## config.mk

```make
export PLATFORM = sky130hd
export DESIGN_NAME = robm_in_cond
export DESIGN_NICKNAME = d
export VERILOG_FILES = /design/src/rtl/robm_pkg.sv /design/src/rtl/robm_deb_ch.sv /design/src/rtl/robm_in_cond.sv
export SDC_FILE = /design/constraint.sdc
export NUM_CORES = 1
export LEC_CHECK = 0
export BUFFER_PORTS_ARGS = -buffer_cell sky130_fd_sc_hd__buf_4
export CAP_MARGIN = 20
export CORE_ASPECT_RATIO = 1.1
export CORE_MARGIN = 5
export CORE_UTILIZATION = 53
export DETAILED_ROUTE_END_ITERATION = 12
export GPL_ROUTABILITY_DRIVEN = 0
export GPL_TIMING_DRIVEN = 0
export PLACE_DENSITY = 0.74
export SYNTH_ARGS = -nofsm -noshare
export SYNTH_HDL_FRONTEND = slang
export SYNTH_SLANG_ARGS = --single-unit
```

## constraint.sdc

```tcl
create_clock -name clk -period 1.9 [get_ports clk]
set_input_delay 0.285 -clock clk [delete_from_list [all_inputs] [get_ports clk]]
set_output_delay 0.285 -clock clk [all_outputs]
set_load 0.01 [all_outputs]
```

## src/rtl/robm_pkg.sv

```systemverilog
`default_nettype none
// ============================================================================
// Module      : robm_pkg
// Description : Shared constants and types for the robm input conditioning
//               stage: channel count, debounce default, and the mapping of
//               raw_in bit positions onto the x1..x12 controller inputs.
// Revision    : 1.0 - initial release
// ============================================================================
package robm_pkg;

    // Number of raw sensor / limit-switch channels feeding robm.
    localparam int ROBM_NX          = 12;

    // Default number of consecutive differing samples needed to accept a level.
    localparam int ROBM_DEB_DEFAULT = 4;

    // Bit i-1 of the conditioned vector is x_i. Declaring the packed struct
    // MSB-first places x1 at bit 0 and x12 at bit 11.
    typedef struct packed {
        logic x12;
        logic x11;
        logic x10;
        logic x9;
        logic x8;
        logic x7;
        logic x6;
        logic x5;
        logic x4;
        logic x3;
        logic x2;
        logic x1;
    } robm_x_t;

endpackage : robm_pkg
`default_nettype wire

```

## src/rtl/robm_deb_ch.sv

```systemverilog
`default_nettype none
// ============================================================================
// Module      : robm_deb_ch
// Description : One input channel of the robm conditioning stage: two-flop
//               synchronizer, consecutive-sample debounce counter and the
//               debounced level flop. Exposes next-state values so the top
//               level can register its chg/stable flags in the same edge.
// Revision    : 1.0 - initial release
// ============================================================================
module robm_deb_ch
    import robm_pkg::*;
#(
    parameter int   DEB_CYCLES = ROBM_DEB_DEFAULT,
    parameter logic RST_BIT    = 1'b0
) (
    input  logic clk,
    input  logic rst,
    input  logic raw,
    output logic deb,
    output logic deb_next,
    output logic s2_next,
    output logic cnt_zero,
    output logic glitch
);

    localparam int            CW         = $clog2(DEB_CYCLES + 1);
    localparam logic [CW-1:0] c_cnt_last = CW'(DEB_CYCLES - 1);
    localparam logic [CW-1:0] c_cnt_one  = CW'(1);

    logic          r_s1;
    logic          r_s2;
    logic          r_deb;
    logic [CW-1:0] r_cnt;

    logic          w_deb_next;
    logic [CW-1:0] w_cnt_next;

    // Metastability guard: plain flop pair with nothing between the stages.
    always_ff @(posedge clk) begin
        if (rst) begin
            r_s1 <= RST_BIT;
            r_s2 <= RST_BIT;
        end else begin
            r_s1 <= raw;
            r_s2 <= r_s1;
        end
    end

    // Next-state decode: a matching sample zeroes the count (no partial
    // credit), the last differing sample commits the new level.
    always_comb begin
        w_deb_next = r_deb;
        w_cnt_next = '0;
        if (r_s2 != r_deb) begin
            if (r_cnt == c_cnt_last) begin
                w_deb_next = r_s2;
            end else begin
                w_cnt_next = r_cnt + c_cnt_one;
            end
        end
    end

    // Debounce state: counter and accepted level.
    always_ff @(posedge clk) begin
        if (rst) begin
            r_deb <= RST_BIT;
            r_cnt <= '0;
        end else begin
            r_deb <= w_deb_next;
            r_cnt <= w_cnt_next;
        end
    end

    assign deb      = r_deb;
    assign deb_next = w_deb_next;
    assign s2_next  = r_s1;
    assign cnt_zero = (w_cnt_next == '0);
    // A count in progress that meets a matching sample is a rejected glitch.
    assign glitch   = (r_cnt != '0) && (r_s2 == r_deb);

endmodule : robm_deb_ch
`default_nettype wire

```

## src/rtl/robm_in_cond.sv

```systemverilog
`default_nettype none
// ============================================================================
// Module      : robm_in_cond
// Description : Input conditioning for the robm controller FSM. Synchronizes
//               and debounces the 12 raw sensor lines into x1..x12, and
//               provides a change pulse (chg) and a quiescence flag (stable).
//               Optional build macro ROBM_IN_GLITCH_CNT_EN adds an 8-bit
//               saturating count of rejected glitch events on glitch_cnt.
// Revision    : 1.0 - initial release
// ============================================================================
module robm_in_cond
    import robm_pkg::*;
#(
    parameter int                 DEB_CYCLES = ROBM_DEB_DEFAULT,
    parameter logic [ROBM_NX-1:0] RST_VAL    = '0
) (
    input  logic               clk,
    input  logic               rst,
    input  logic [ROBM_NX-1:0] raw_in,
    output logic               x1,
    output logic               x2,
    output logic               x3,
    output logic               x4,
    output logic               x5,
    output logic               x6,
    output logic               x7,
    output logic               x8,
    output logic               x9,
    output logic               x10,
    output logic               x11,
    output logic               x12,
    output logic               chg,
    output logic               stable
`ifdef ROBM_IN_GLITCH_CNT_EN
    ,
    output logic [7:0]         glitch_cnt
`endif
);

    logic [ROBM_NX-1:0] w_deb;
    logic [ROBM_NX-1:0] w_deb_next;
    logic [ROBM_NX-1:0] w_s2_next;
    logic [ROBM_NX-1:0] w_cnt_zero;
    logic [ROBM_NX-1:0] w_glitch;
    robm_x_t            w_x;

    logic               r_chg;
    logic               r_stable;

    // Independent per-channel conditioning; no priority between channels.
    for (genvar gi = 0; gi < ROBM_NX; gi++) begin : g_ch
        robm_deb_ch #(
            .DEB_CYCLES (DEB_CYCLES),
            .RST_BIT    (RST_VAL[gi])
        ) u_ch (
            .clk      (clk),
            .rst      (rst),
            .raw      (raw_in[gi]),
            .deb      (w_deb[gi]),
            .deb_next (w_deb_next[gi]),
            .s2_next  (w_s2_next[gi]),
            .cnt_zero (w_cnt_zero[gi]),
            .glitch   (w_glitch[gi])
        );
    end

    // Status flags registered from next-state values so they line up with
    // the debounced outputs they describe.
    always_ff @(posedge clk) begin
        if (rst) begin
            r_chg    <= 1'b0;
            r_stable <= 1'b0;
        end else begin
            r_chg    <= |(w_deb_next ^ w_deb);
            r_stable <= (&w_cnt_zero) && (w_s2_next == w_deb_next);
        end
    end

    assign chg    = r_chg;
    assign stable = r_stable;

`ifdef ROBM_IN_GLITCH_CNT_EN
    logic [7:0] r_glitch_cnt;

    // One event per edge regardless of how many channels rejected a glitch;
    // holds at 255 instead of wrapping.
    always_ff @(posedge clk) begin
        if (rst) begin
            r_glitch_cnt <= 8'h00;
        end else if ((|w_glitch) && (r_glitch_cnt != 8'hFF)) begin
            r_glitch_cnt <= r_glitch_cnt + 8'h01;
        end
    end

    assign glitch_cnt = r_glitch_cnt;
`else
    logic w_unused_glitch;
    assign w_unused_glitch = |w_glitch;
`endif

    // Fan-out of the debounced vector onto the individual x ports.
    assign w_x = robm_x_t'(w_deb);
    assign x1  = w_x.x1;
    assign x2  = w_x.x2;
    assign x3  = w_x.x3;
    assign x4  = w_x.x4;
    assign x5  = w_x.x5;
    assign x6  = w_x.x6;
    assign x7  = w_x.x7;
    assign x8  = w_x.x8;
    assign x9  = w_x.x9;
    assign x10 = w_x.x10;
    assign x11 = w_x.x11;
    assign x12 = w_x.x12;

endmodule : robm_in_cond
`default_nettype wire

```

### After elaboration in Yosys (flattened, before gate mapping)

Cells that the tools add are included.

| word-level totals | value |
|---|---|
| flip-flop bits (word level) | 74 |
| input bits | 14 |
| output and inout port bits | 14 |
| logic and storage cells | 151 |

| operators by class | value |
|---|---|
| $add $sub $neg | 12 |
| eq/ne operators | 25 |
| multiplexer cells | 48 |
| bitwise gates (word level) | 1 |
| reductions and logical operators | 15 |

Operators by type and width:

| cell | count |
|---|---|
| $mux 3 | 24 |
| $add 3x1->3 const B | 12 |
| $eq 3x2->1 const B | 12 |
| $logic_not 3->1 | 12 |
| $mux 1 | 24 |
| $eq 12x12->1 | 1 |
| $ne 1x1->1 | 12 |
| $reduce_and 12->1 | 1 |
| $reduce_or 12->1 | 1 |
| $xor 12x12->12 | 1 |
| $logic_and 1x1->1 | 1 |

### Longest topological paths before layout

Gate-level depths: netlist (run 1).

| depth | value |
|---|---|
| depth in word-level cells | 6 |
| mapped depth | 7 |
| mapped depth without buffers | 6 |

### Hierarchy

Synthesis (run 1) repeated with hierarchy kept, for this count alone.

| unflattened totals | value |
|---|---|
| cell total of the unflattened synthesis | 351 |
| area total of the unflattened synthesis | 3574.7 µm² |

By module, submodules not included:

| module | times used | cells an instance | area an instance (µm²) | seq. area each (µm²) |
|---|---|---|---|---|
| robm_deb_ch | 12 | 26 | 270.3 | 120.1 |
| robm_in_cond | 1 | 39 | 331.6 | 40.0 |

### Worst setup path before layout (run 1)

OpenSTA, ideal clock, no wires.

| path | value |
|---|---|
| path type | reg2reg |
| start point | register g_ch[6].u_ch.r_cnt[0] |
| end point | register r_stable, in the netlist stable |
| setup time | 0.088 ns |
| arrival | 1.767 ns |
| required time | 1.812 ns |
| slack | 0.045 ns |
| stages on the path, launching flop included | 7 |
| buffers on the path | 0 |
| clock period less this slack | 1.855 ns |
| path through | dfxtp_1 -> ha_1 -> nor4bb_1 -> a2111oi_4 -> nand4b_1 -> or4_1 -> nor4_2 |

| between the ends | value |
|---|---|
| longest elaborated chain between the ends | 6 |
| elaborated cells on any way between the ends | 10 |
| those cells by class | add/sub: 1; eq/ne: 2; mux: 4; reduce/logical: 3 |

RTL lines:

| element | RTL line | RTL |
|---|---|---|
| from (decl) | robm_deb_ch.sv:33 | `logic [CW-1:0] r_cnt;` |
| from (signal assigned) | robm_deb_ch.sv:70 | `r_cnt <= w_cnt_next;` |
| $add 3x1->3 or $eq 3x2->1 (tied branches) | robm_deb_ch.sv:58, robm_deb_ch.sv:55 |  |
| $mux 3 | robm_deb_ch.sv:55 | `if (r_cnt == c_cnt_last) begin` |
| $mux 3 | robm_deb_ch.sv:54 | `if (r_s2 != r_deb) begin` |
| $logic_not 3->1 | robm_deb_ch.sv:77 | `assign cnt_zero = (w_cnt_next == '0);` |
| $reduce_and 12->1 | robm_in_cond.sv:75 | `r_stable <= (&w_cnt_zero) && (w_s2_next == w_deb_next);` |
| $logic_and 1x1->1 * | robm_in_cond.sv:75 |  |
| to (signal assigned) | robm_in_cond.sv:75 |  |
| to (decl) | robm_in_cond.sv:48 | `logic r_stable;` |

Mark *: on every way between the ends. The rest lies on a longest branch, timed or not.
A chain may end at the register's enable or synchronous reset.

### Worst setup path in the final report (run 1)

| path | value |
|---|---|
| start point | register g_ch[10].u_ch.r_cnt[0] |
| end point | register r_stable, in the netlist stable |

| between the ends | value |
|---|---|
| longest elaborated chain between the ends | 6 |
| elaborated cells on any way between the ends | 10 |
| those cells by class | add/sub: 1; eq/ne: 2; mux: 4; reduce/logical: 3 |

RTL lines:

| element | RTL line |
|---|---|
| from (decl) | robm_deb_ch.sv:33 |
| from (signal assigned) | robm_deb_ch.sv:70 |
| $add 3x1->3 or $eq 3x2->1 (tied branches) | robm_deb_ch.sv:58, robm_deb_ch.sv:55 |
| $mux 3 | robm_deb_ch.sv:55 |
| $mux 3 | robm_deb_ch.sv:54 |
| $logic_not 3->1 | robm_deb_ch.sv:77 |
| $reduce_and 12->1 | robm_in_cond.sv:75 |
| $logic_and 1x1->1 * | robm_in_cond.sv:75 |

Marks and branches as above.

==> flow_metrics.tcl, run 1 <==
set metrics [dict create \
    detail_route.first_pass.iterations 4 \
    start_kind "flip-flop" \
    numCtsBuffers 9 \
    synth.area.mux_share_pct 3.44 \
    port_buffers 27 \
    setup_violations 1 \
    synth_xor_area_share_pct 6.85 \
    row_count 29 \
    cts_buffer_depth 2 \
    root_buffer "clkbuf_8" \
    hold_depth 2 \
    hold_buffers 0 \
    grt_max_degree 12 \
    antenna_found_initial 0 \
    reg2reg_from "g_ch[10].u_ch.r_cnt[0]$_SDFF_PP0_" \
    ant_nets 0 \
    io_pins 28 \
    reg2reg_slack_ps -5 \
    critPathArrivalTime_ps 2170 \
    worstPathMaxFanout 5 \
    critPathLaunch "g_ch[10].u_ch.r_cnt[0]$_SDFF_PP0_" \
    via_per_inst 5.38 \
    hold_slack_ps 144 \
    synth_top_family_by_area "simple AND/OR/NAND/NOR gates" \
    die_x_microns 84.1 \
    syn_area_sq_um 3200 \
    r2r_cells 7 \
    synthTopCellsByArea "dfxtp_1 (46%), nor2b_1 (7.6%), ha_1 (4.7%), xnor2_1 (4.1%), mux2i_1 (3.4%)" \
    power-per-cell-area_nw_per_um2 777 \
    core_sq_um 5810 \
    endpoint_kind "flip-flop" \
    first_iter_violations 109 \
    area_delta_synth_final_pct 22.5 \
    synth_area_per_cell_sq_um 9.81 \
    nets 395 \
    cts.sink_count 74 \
    drc 0 \
    post_drt_wl_per_cell_microns 15.7 \
    clock_latency_ps 350 \
    status "finished with violations" \
    r2r_end "stable$_SDFF_PP0_" \
    setup_slack_ps -5.26 \
    yosys_most_used_dff "dfxtp_1" \
    hold_violations 0 \
    drt-total-wl_mm 7.07 \
    place_ws_ps -143 \
    crit_required_ps 2160 \
    dp_hpwl_mm 4.81 \
    synth_warnings 0 \
    synthTopCellsByCount "dfxtp_1 (74), nor2b_1 (39), nor2_1 (27), nand2b_1 (16), xnor2_1 (15)" \
    synth-edff-count 0 \
    grt_pass1_vias 2359 \
    grt_use_total_pct 18.7 \
    die_h_microns 91.5 \
    drive_gt1_share_pct 20.9 \
    max-vdd-ir-drop_mv 0.518 \
    antenna_cells 0 \
    worstMarginPinSlew_ps 682 \
    crit_end "stable$_SDFF_PP0_" \
    synth_top_area_share_pct 46.3 \
    crit_type "flip-flop to flip-flop" \
    start_util_pct 55.1 \
    synthCells 326 \
    dr_total_vias 2420 \
    max_freq_mhz 525 \
    hp-class "input pin to flip-flop" \
    grt_pass1_wl_mm 11.3 \
    die-area_sq_um 7690 \
    yosysTopAreaCell "dfxtp_1" \
    synthAdderAreaFrac_pct 5.32 \
    cap_violations 0 \
    power_mw 3.04 \
    yosysMostFrequentCell "dfxtp_1" \
    finalCritPeriodShare_pct 100 \
    syn_nets 352 \
    rsz0062_at_grt "true" \
    slew_headroom_pct 54.6 \
    multi_input_area_sq_um 1780 \
    seq_area_frac_synth_pct 46.3 \
    synthSimpleGateAreaFrac_pct 26.8 \
    tritoncts "yes" \
    h-tree-depth 3 \
    synthArstFlopShare_pct 0 \
    register_area_sq_um 1490 \
    slew_violations 0 \
    p_leak_nw 1.52 \
    synth-seq-cells 74 \
    fin_crit_ps 1910 \
    failed_checks "negative setup slack" \
    synth_cell_types 44 \
    synth_compound_area_share_pct 8.49 \
    grt_overflow 0 \
    fin_skew_ps 2.77 \
    clkTransAtPathRegs_ps 70 \
    fillCellCount 486 \
]
-- critical path: stages, from the launching register on --
cell and delay (ps):
dfxtp_2 340, ha_1 150, nor2b_1 140, buf_4 140, nor3_1 50, a2111oi_1 460, nand4_1 250, nor4_4 300
-- layout by cell type (no fill, tap or decap), types with 4 or more instances in the layout --
master and n:
xnor2_1 12, ha_4 5, nand2_1 9, clkbuf_8 12, a21oi_1 4, clkbuf_1 7
inv_1 13, ha_1 6, nor4_1 7, nor3_1 9, nor2b_1 37, nor2_1 27
nor3b_1 5, nor4bb_1 6, dfxtp_1 67, a31oi_1 5, xor2_1 10, and3_1 4
dfxtp_2 6, buf_4 34, mux2i_1 10, nor4b_1 5, o21ai_0 6, nand2b_1 14
-- how the worst min path moves through the flow --
stage	slack [ps]	start	to
after floorplan	410	g_ch[0].u_ch.r_cnt[0]$_SDFF_PP0_	g_ch[0].u_ch.r_cnt[0]$_SDFF_PP0_
after global placement	420	g_ch[0].u_ch.r_cnt[0]$_SDFF_PP0_	g_ch[0].u_ch.r_cnt[0]$_SDFF_PP0_
after detailed placement	440	g_ch[4].u_ch.r_cnt[0]$_SDFF_PP0_	g_ch[4].u_ch.r_cnt[0]$_SDFF_PP0_
after CTS	130	raw_in[9]	g_ch[9].u_ch.s2_next$_SDFF_PP0_
after global routing	140	raw_in[10]	g_ch[10].u_ch.s2_next$_SDFF_PP0_
final	140	raw_in[10]	g_ch[10].u_ch.s2_next$_SDFF_PP0_
-- registers in the layout (all words and copies together) (netlist names) --
name               flops
g_ch.u_ch.deb         12
g_ch.u_ch.s2_next     12
g_ch.u_ch.r_s2        12
g_ch.u_ch.r_cnt       36
stable                 1
chg                    1
-- cells by family after synthesis --
logic type,Yosys count
buffers and inverters,23
adder cells (fa/ha/maj),14
flip-flops,74
XOR/XNOR,25
multiplexers,11
AND/OR/NAND/NOR,143
AO/OA/AOI/OAI,36
-- area by class of cell --
cell class	count	area share [%]
well taps	77	2.46
clock inverters	2	0.894
plain buffers	9	1.05
multi-input cells	229	45.5
flip-flops and latches	74	38.1
inverters	13	1.25
repair buffers	33	6.42
clock buffers	13	4.31
-- per-layer routing --
layer | GRT usage [%] | up-vias | routed length [microns]
li1 | - | 1227 | -
met1 | 23.4 | 1141 | 3250
met2 | 30.1 | 38 | 3480
met3 | 3.53 | 14 | 186
met4 | 10.5 | 0 | 165
met5 | 0 | - | 0
-- metrics by stage --
step | utilization (%) | TNS, ps | instances | area (sq um)
floorplan | - | 0 | 326 | 3200
global placement | 60.2 | -103 | 430 | 3500
detailed placement | 60.2 | -143 | 430 | 3500
CTS | 65.8 | 0 | 447 | 3820
global route | 67.5 | -94.8 | 450 | 3920
finish | 67.5 | -5.26 | 450 | 3920
-- where the power goes --
group          switching, mW  total [mW]  internal, mW
Sequential            0.0316        1.61          1.58
Combinational         0.0931       0.176        0.0832
Clock                  0.546        1.25         0.705
-- repair_timing --
item / 4_1_cts / 5_1_grt
pin swaps: 9 / 8
resized for setup: 22 / 19
buffers inserted: 3 / 3
setup endpoints to repair: 1 / 1
No activity file was read; power rests on OpenSTA's default activity.
==> run 2, diff against run 1 <==
--- a/config.mk
+++ b/config.mk
@@ -13,6 +13,7 @@
 export DETAILED_ROUTE_END_ITERATION = 12
 export GPL_ROUTABILITY_DRIVEN = 0
 export GPL_TIMING_DRIVEN = 0
+export MAX_ROUTING_LAYER = met4
 export PLACE_DENSITY = 0.74
 export SYNTH_ARGS = -nofsm -noshare
 export SYNTH_HDL_FRONTEND = slang
==> run 2 against run 1 <==
  * The run still ends with negative setup slack left
  * Wire length rose by 0.62%
  * Via count rose by 0.95%
  * First-iteration DRC count rose by 4.6%
  * Largest power group unchanged
==> flow_metrics.tcl, run 2 (synthesis gave the netlist of run 1 again) <==
set metrics [dict create \
    setup_violations 1 \
    fin_cells 450 \
    die_h_microns 91.5 \
    largest_reg_flops 36 \
    die-area_sq_um 7690 \
    first_iter_violations 114 \
    switching_share_pct 22.2 \
    drc 0 \
    drive_gt1_share_pct 20.9 \
    failed_checks "negative setup slack" \
    core_sq_um 5810 \
    slew_headroom_pct 54.6 \
    post_drt_wl_per_cell_microns 15.8 \
    rsz0062_at_grt "true" \
    grt_pass1_vias 2359 \
    endpoint_kind "flip-flop" \
    via_per_inst 5.43 \
    antenna_cells 0 \
    finalCritPeriodShare_pct 101 \
    comb_power_share_pct 5.8 \
    io_pins 28 \
    r2r_cells 7 \
    r2r_end "stable$_SDFF_PP0_" \
    grt_use_total_pct 19.3 \
    tns_ps -16.4 \
    place_inst 430 \
    root_buffer "clkbuf_8" \
    slew_violations 0 \
    fin_crit_ps 1920 \
    hold_depth 2 \
    crit_type "flip-flop to flip-flop" \
    p_clk_share_pct 41.3 \
    seqPwrFrac_pct 52.9 \
    p_int_mw 2.37 \
    worstMarginPinSlew_ps 682 \
    power-per-cell-area_nw_per_um2 778 \
    antenna_found_initial 0 \
    slowest_delay_ps 460 \
    crit_slowest_cell "a2111oi_1" \
    p_leak_nw 1.52 \
    ant_nets 0 \
    cap_violations 0 \
    clkTransAtPathRegs_ps 70 \
    max-vdd-ir-drop_mv 0.520 \
    crit_required_ps 2160 \
    dp_hpwl_mm 4.81 \
    cts.sink_count 74 \
    die_x_microns 84.1 \
    max_freq_mhz 522 \
    cp_cell_sequence "ha_1 > nor2b_1 > buf_4 > nor3_1 > a2111oi_1 > nand4_1 > nor4_4" \
    tritoncts "yes" \
    numCtsBuffers 9 \
    row_count 29 \
    clock_latency_ps 350 \
    setup_slack_ps -16.4 \
    fillCellCount 486 \
    regMostFlops "g_ch.u_ch.r_cnt" \
    dr_total_vias 2443 \
    hp-class "input pin to flip-flop" \
    power_switching_mw 0.677 \
    start_util_pct 55.1 \
    grt_pass1_wl_mm 11.3 \
    drt-total-wl_mm 7.12 \
    detail_route.first_pass.iterations 4 \
    area_delta_synth_final_pct 22.5 \
    fin_area_sq_um 3920 \
    worstPathMaxFanout 5 \
    layout_common_cells "dfxtp_1 (67), nor2b_1 (37), buf_4 (34)" \
    place_area_sq_um 3500 \
    reg2reg_slack_ps -20 \
    final_common_cell "dfxtp_1" \
    port_buffers 27 \
    worst_hold_startpoint "raw_in[9]" \
    grt_max_degree 12 \
    hold_violations 0 \
    h-tree-depth 3 \
    status "finished with violations" \
    fin_skew_ps 5.37 \
    grt_overflow 0 \
    reg2reg_from "g_ch[10].u_ch.r_cnt[0]$_SDFF_PP0_" \
    cts_buffer_depth 2 \
    min_to "g_ch[9].u_ch.s2_next$_SDFF_PP0_" \
    start_kind "flip-flop" \
    hold_buffers 0 \
    critPathArrivalTime_ps 2180 \
    nets 395 \
]
-- run 2: cell counts in the layout (fill, tap and decap cells not counted) --
No cell type changed its count.
-- run 2: routing by layer --
metal  GRT usage [%]  routed length, microns  vias up
li1                -                       -     1229
met1            23.4                    3270     1143
met5               -                       0        -
met4            9.25                     141        0
met3            4.34                     239       16
met2            30.1                    3460       55
-- run 2: cell type report --
type                       instances  area [sq um]  area share, %
buffer                             9          41.3           1.05
clock buffer                      13           169           4.31
clock inverter                     2          35.0          0.894
inverter                          13          48.8           1.25
multi-input combinational        229          1780           45.5
sequential                        74          1490           38.1
tap                               77          96.3           2.46
timing repair buffer              33           251           6.42
-- run 2: how the worst max path moves through the flow --
stage | from | end | slack (ps)
floorplan | g_ch[6].u_ch.r_cnt[0]$_SDFF_PP0_ | stable$_SDFF_PP0_ | 40
global placement | g_ch[6].u_ch.r_cnt[0]$_SDFF_PP0_ | stable$_SDFF_PP0_ | -100
detailed placement | g_ch[6].u_ch.r_cnt[0]$_SDFF_PP0_ | stable$_SDFF_PP0_ | -140
CTS | g_ch[8].u_ch.r_cnt[1]$_SDFF_PP0_ | stable$_SDFF_PP0_ | 0.3
global route | g_ch[10].u_ch.r_cnt[0]$_SDFF_PP0_ | stable$_SDFF_PP0_ | -100
finish | g_ch[10].u_ch.r_cnt[0]$_SDFF_PP0_ | stable$_SDFF_PP0_ | -20
-- run 2: critical path, delay by kind of cell (launching register included) --
family | cells | cell delay, ps
flip-flops | 1 | 340
buffers and inverters | 1 | 140
AND/OR/NAND/NOR | 4 | 730
AO/OA/AOI/OAI | 1 | 460
adder cells (fa/ha/maj) | 1 | 150
-- run 2: through the flow --
stage,setup WS (ps),power [mW],utilization (%),hold slack (ps)
3_5_place_dp,-143,1.81,60.2,440
4_1_cts,0.279,3.06,65.8,131
5_1_grt,-95.5,3.16,67.5,137
2_1_floorplan,44.9,1.75,-,410
3_3_place_gp,-103,1.80,60.2,425
6_report,-16.4,3.05,67.5,140
-- run 2: timing repair --
action / in CTS / in global routing
setup buffers: 3 / 3
gates resized for setup: 22 / 19
pin swaps: 9 / 8
gates cloned: 0 / 0
endpoints found under the setup margin: 1 / 1
-- run 2: power by group through the flow --
stage | sequential, mW | clock [mW] | combinational, mW
floorplan | 1.64 | 0 | 0.105
global placement | 1.65 | 0 | 0.160
detailed placement | 1.65 | 0 | 0.162
CTS | 1.61 | 1.27 | 0.171
global route | 1.62 | 1.35 | 0.193
finish | 1.61 | 1.26 | 0.176
==> run 3, diff against run 2 <==
--- a/config.mk
+++ b/config.mk
@@ -5,7 +5,7 @@
 export SDC_FILE = /design/constraint.sdc
 export NUM_CORES = 1
 export LEC_CHECK = 0
-export BUFFER_PORTS_ARGS = -buffer_cell sky130_fd_sc_hd__buf_4
+export BUFFER_PORTS_ARGS = -buffer_cell sky130_fd_sc_hd__buf_2
 export CAP_MARGIN = 20
 export CORE_ASPECT_RATIO = 1.1
 export CORE_MARGIN = 5
@@ -15,6 +15,7 @@
 export GPL_TIMING_DRIVEN = 0
 export MAX_ROUTING_LAYER = met4
 export PLACE_DENSITY = 0.74
+export SETUP_SLACK_MARGIN = 0.4
 export SYNTH_ARGS = -nofsm -noshare
 export SYNTH_HDL_FRONTEND = slang
 export SYNTH_SLANG_ARGS = --single-unit
==> run 3 against run 2 <==
  * The flow still finishes with violations (negative setup slack)
  * Sequential power about the same
  * Clock skew rose by 2.5 ps
  * Via count shrank 0.37%
  * Utilization down 0.78 points
  * Register-to-register slack about the same
  * Wire length fell by 4.2%
  * Non-clock buffer count down 3
  * Clock power up 13%
  * Setup slack hardly changed
  * Largest cell class unchanged
  * Largest power group unchanged
  * Highest routed layer unchanged
==> flow_metrics.tcl, run 3 (synthesis gave the netlist of run 1 again) <==
set metrics [dict create \
    io_pins 28 \
    crit_type "flip-flop to flip-flop" \
    grt_use_total_pct 18.8 \
    start_kind "flip-flop" \
    fin_skew_ps 7.87 \
    fin_area_sq_um 3870 \
    place_area_sq_um 3450 \
    multi_input_area_sq_um 1810 \
    grtUsageMet2_pct 29.6 \
    hold_violations 0 \
    met3_usage_pct 3.62 \
    first_iter_violations 129 \
    cts.sink_count 74 \
    largest_reg_flops 36 \
    fin_crit_ps 1920 \
    grt_max_degree 13 \
    fillCellCount 491 \
    setup_slack_ps -16.8 \
    rsz0062_at_grt "true" \
    h-tree-depth 3 \
    worstPathMaxFanout 4 \
    die_h_microns 91.5 \
    register_area_sq_um 1490 \
    root_buffer "clkbuf_8" \
    p_leak_nw 1.51 \
    busiest_layer "met2" \
    port_buffers 27 \
    p_int_mw 2.52 \
    via_per_inst 5.43 \
    failed_checks "negative setup slack" \
    power-per-cell-area_nw_per_um2 828 \
    nets 392 \
    cts_buffer_depth 2 \
    layout_common_cells "dfxtp_1 (70), nor2b_1 (36), buf_2 (28)" \
    cap_violations 0 \
    finalCritPeriodShare_pct 101 \
    switching_share_pct 21.3 \
    dr_total_vias 2434 \
    max-vdd-ir-drop_mv 0.583 \
    drc 0 \
    antenna_cells 0 \
    status "finished with violations" \
    ant_nets 0 \
    start_util_pct 55.1 \
    hold_slack_ps 141 \
    slew_violations 0 \
    numCtsBuffers 9 \
    post_drt_wl_per_cell_microns 15.2 \
    hold_buffers 0 \
    critPathArrivalTime_ps 2180 \
    worstMarginPinSlew_ps 659 \
    dp_hpwl_mm 4.87 \
    tritoncts "yes" \
    power_switching_mw 0.683 \
    grt_pass1_vias 2380 \
    gr-usage-met1_pct 23.4 \
    row_count 29 \
    slew_headroom_pct 56.0 \
    grt_overflow 0 \
    comb_power_share_pct 5.2 \
    area_delta_synth_final_pct 21.1 \
    clock_latency_ps 350 \
    antenna_found_initial 0 \
    detail_route.first_pass.iterations 4 \
    hp-class "input pin to flip-flop" \
    endpoint_kind "flip-flop" \
    grt_pass1_wl_mm 11.2 \
    die_x_microns 84.1 \
    core_sq_um 5810 \
    seqPwrFrac_pct 50.3 \
    die-area_sq_um 7690 \
    final_common_cell "dfxtp_1" \
    max_freq_mhz 522 \
    drt-total-wl_mm 6.82 \
    p_clk_share_pct 44.5 \
    drive_gt1_share_pct 21.0 \
    setup_violations 1 \
    regMostFlops "g_ch.u_ch.r_cnt" \
    clkTransAtPathRegs_ps 80 \
    crit_required_ps 2160 \
]
-- run 3: cell count changes in the layout (fill, tap and decap cells not counted), moves of 3 or more --
cell / delta
buf_2: +28
dfxtp_1: +3
buf_4: -31
clkbuf_8: -3
dfxtp_2: -3
-- run 3: path summary, 6_finish.rpt --
check                                   start                                to  slack (ps)  cells after the start
min                                 raw_in[6]   g_ch[6].u_ch.s2_next$_SDFF_PP0_         140                      2
max reg2reg  g_ch[5].u_ch.r_cnt[0]$_SDFF_PP0_                 stable$_SDFF_PP0_         -20                      6
min reg2reg  g_ch[3].u_ch.r_cnt[0]$_SDFF_PP0_  g_ch[3].u_ch.r_cnt[0]$_SDFF_PP0_         420                      1
max          g_ch[5].u_ch.r_cnt[0]$_SDFF_PP0_                 stable$_SDFF_PP0_         -20                      6
-- run 3: what timing repair did --
item	CTS	global route
pin swaps	5	6
hold endpoints to repair	0	0
setup endpoints to repair	2	2
buffers inserted	2	0
resized for setup	11	28
-- run 3: metal layers --
metal | part of all wire, % | routed length, microns | up-vias
met2 | 50 | 3380 | 49
met5 | 0 | 0 | -
li1 | - | - | 1221
met3 | 4.8 | 329 | 16
met1 | 43 | 2950 | 1148
met4 | 2.1 | 146 | 0
-- run 3: power groups by stage --
| stage | registers [mW] | clock network [mW] | logic, mW |
|---|---|---|---|
| final | 1.61 | 1.43 | 0.167 |
| after global routing | 1.62 | 1.53 | 0.184 |
| after CTS | 1.61 | 1.45 | 0.156 |
| after detailed placement | 1.65 | 0 | 0.155 |
| after global placement | 1.65 | 0 | 0.152 |
| after floorplan | 1.64 | 0 | 0.105 |
-- run 3: final cells by class --
class,instances,area share [%]
clock inverters,6,2.71
flip-flops and latches,74,38.4
plain buffers,10,1.20
inverters,13,1.26
multi-input cells,229,46.6
well taps,77,2.49
repair buffers,29,3.97
clock buffers,10,3.30
-- run 3: per-stage QoR --
| stage | total power, mW | setup slack (ps) | cells | setup TNS, ps | utilization, % |
|---|---|---|---|---|---|
| 6_report | 3.21 | -16.8 | 448 | -16.8 | 66.7 |
| 5_1_grt | 3.33 | -68.7 | 448 | -68.7 | 66.7 |
| 3_3_place_gp | 1.80 | -82.3 | 430 | -82.3 | 59.4 |
| 3_5_place_dp | 1.80 | -124 | 430 | -124 | 59.4 |
| 2_1_floorplan | 1.75 | 197 | 326 | 0 | - |
| 4_1_cts | 3.22 | 20.9 | 448 | 0 | 64.3 |
-- run 3: worst max-delay path, stage by stage, from the launching register on --
cell,delay (ps)
dfxtp_2,350
ha_4,170
nor4bb_1,150
a2111oi_4,320
nand4b_1,130
or4_4,500
nor4_4,210
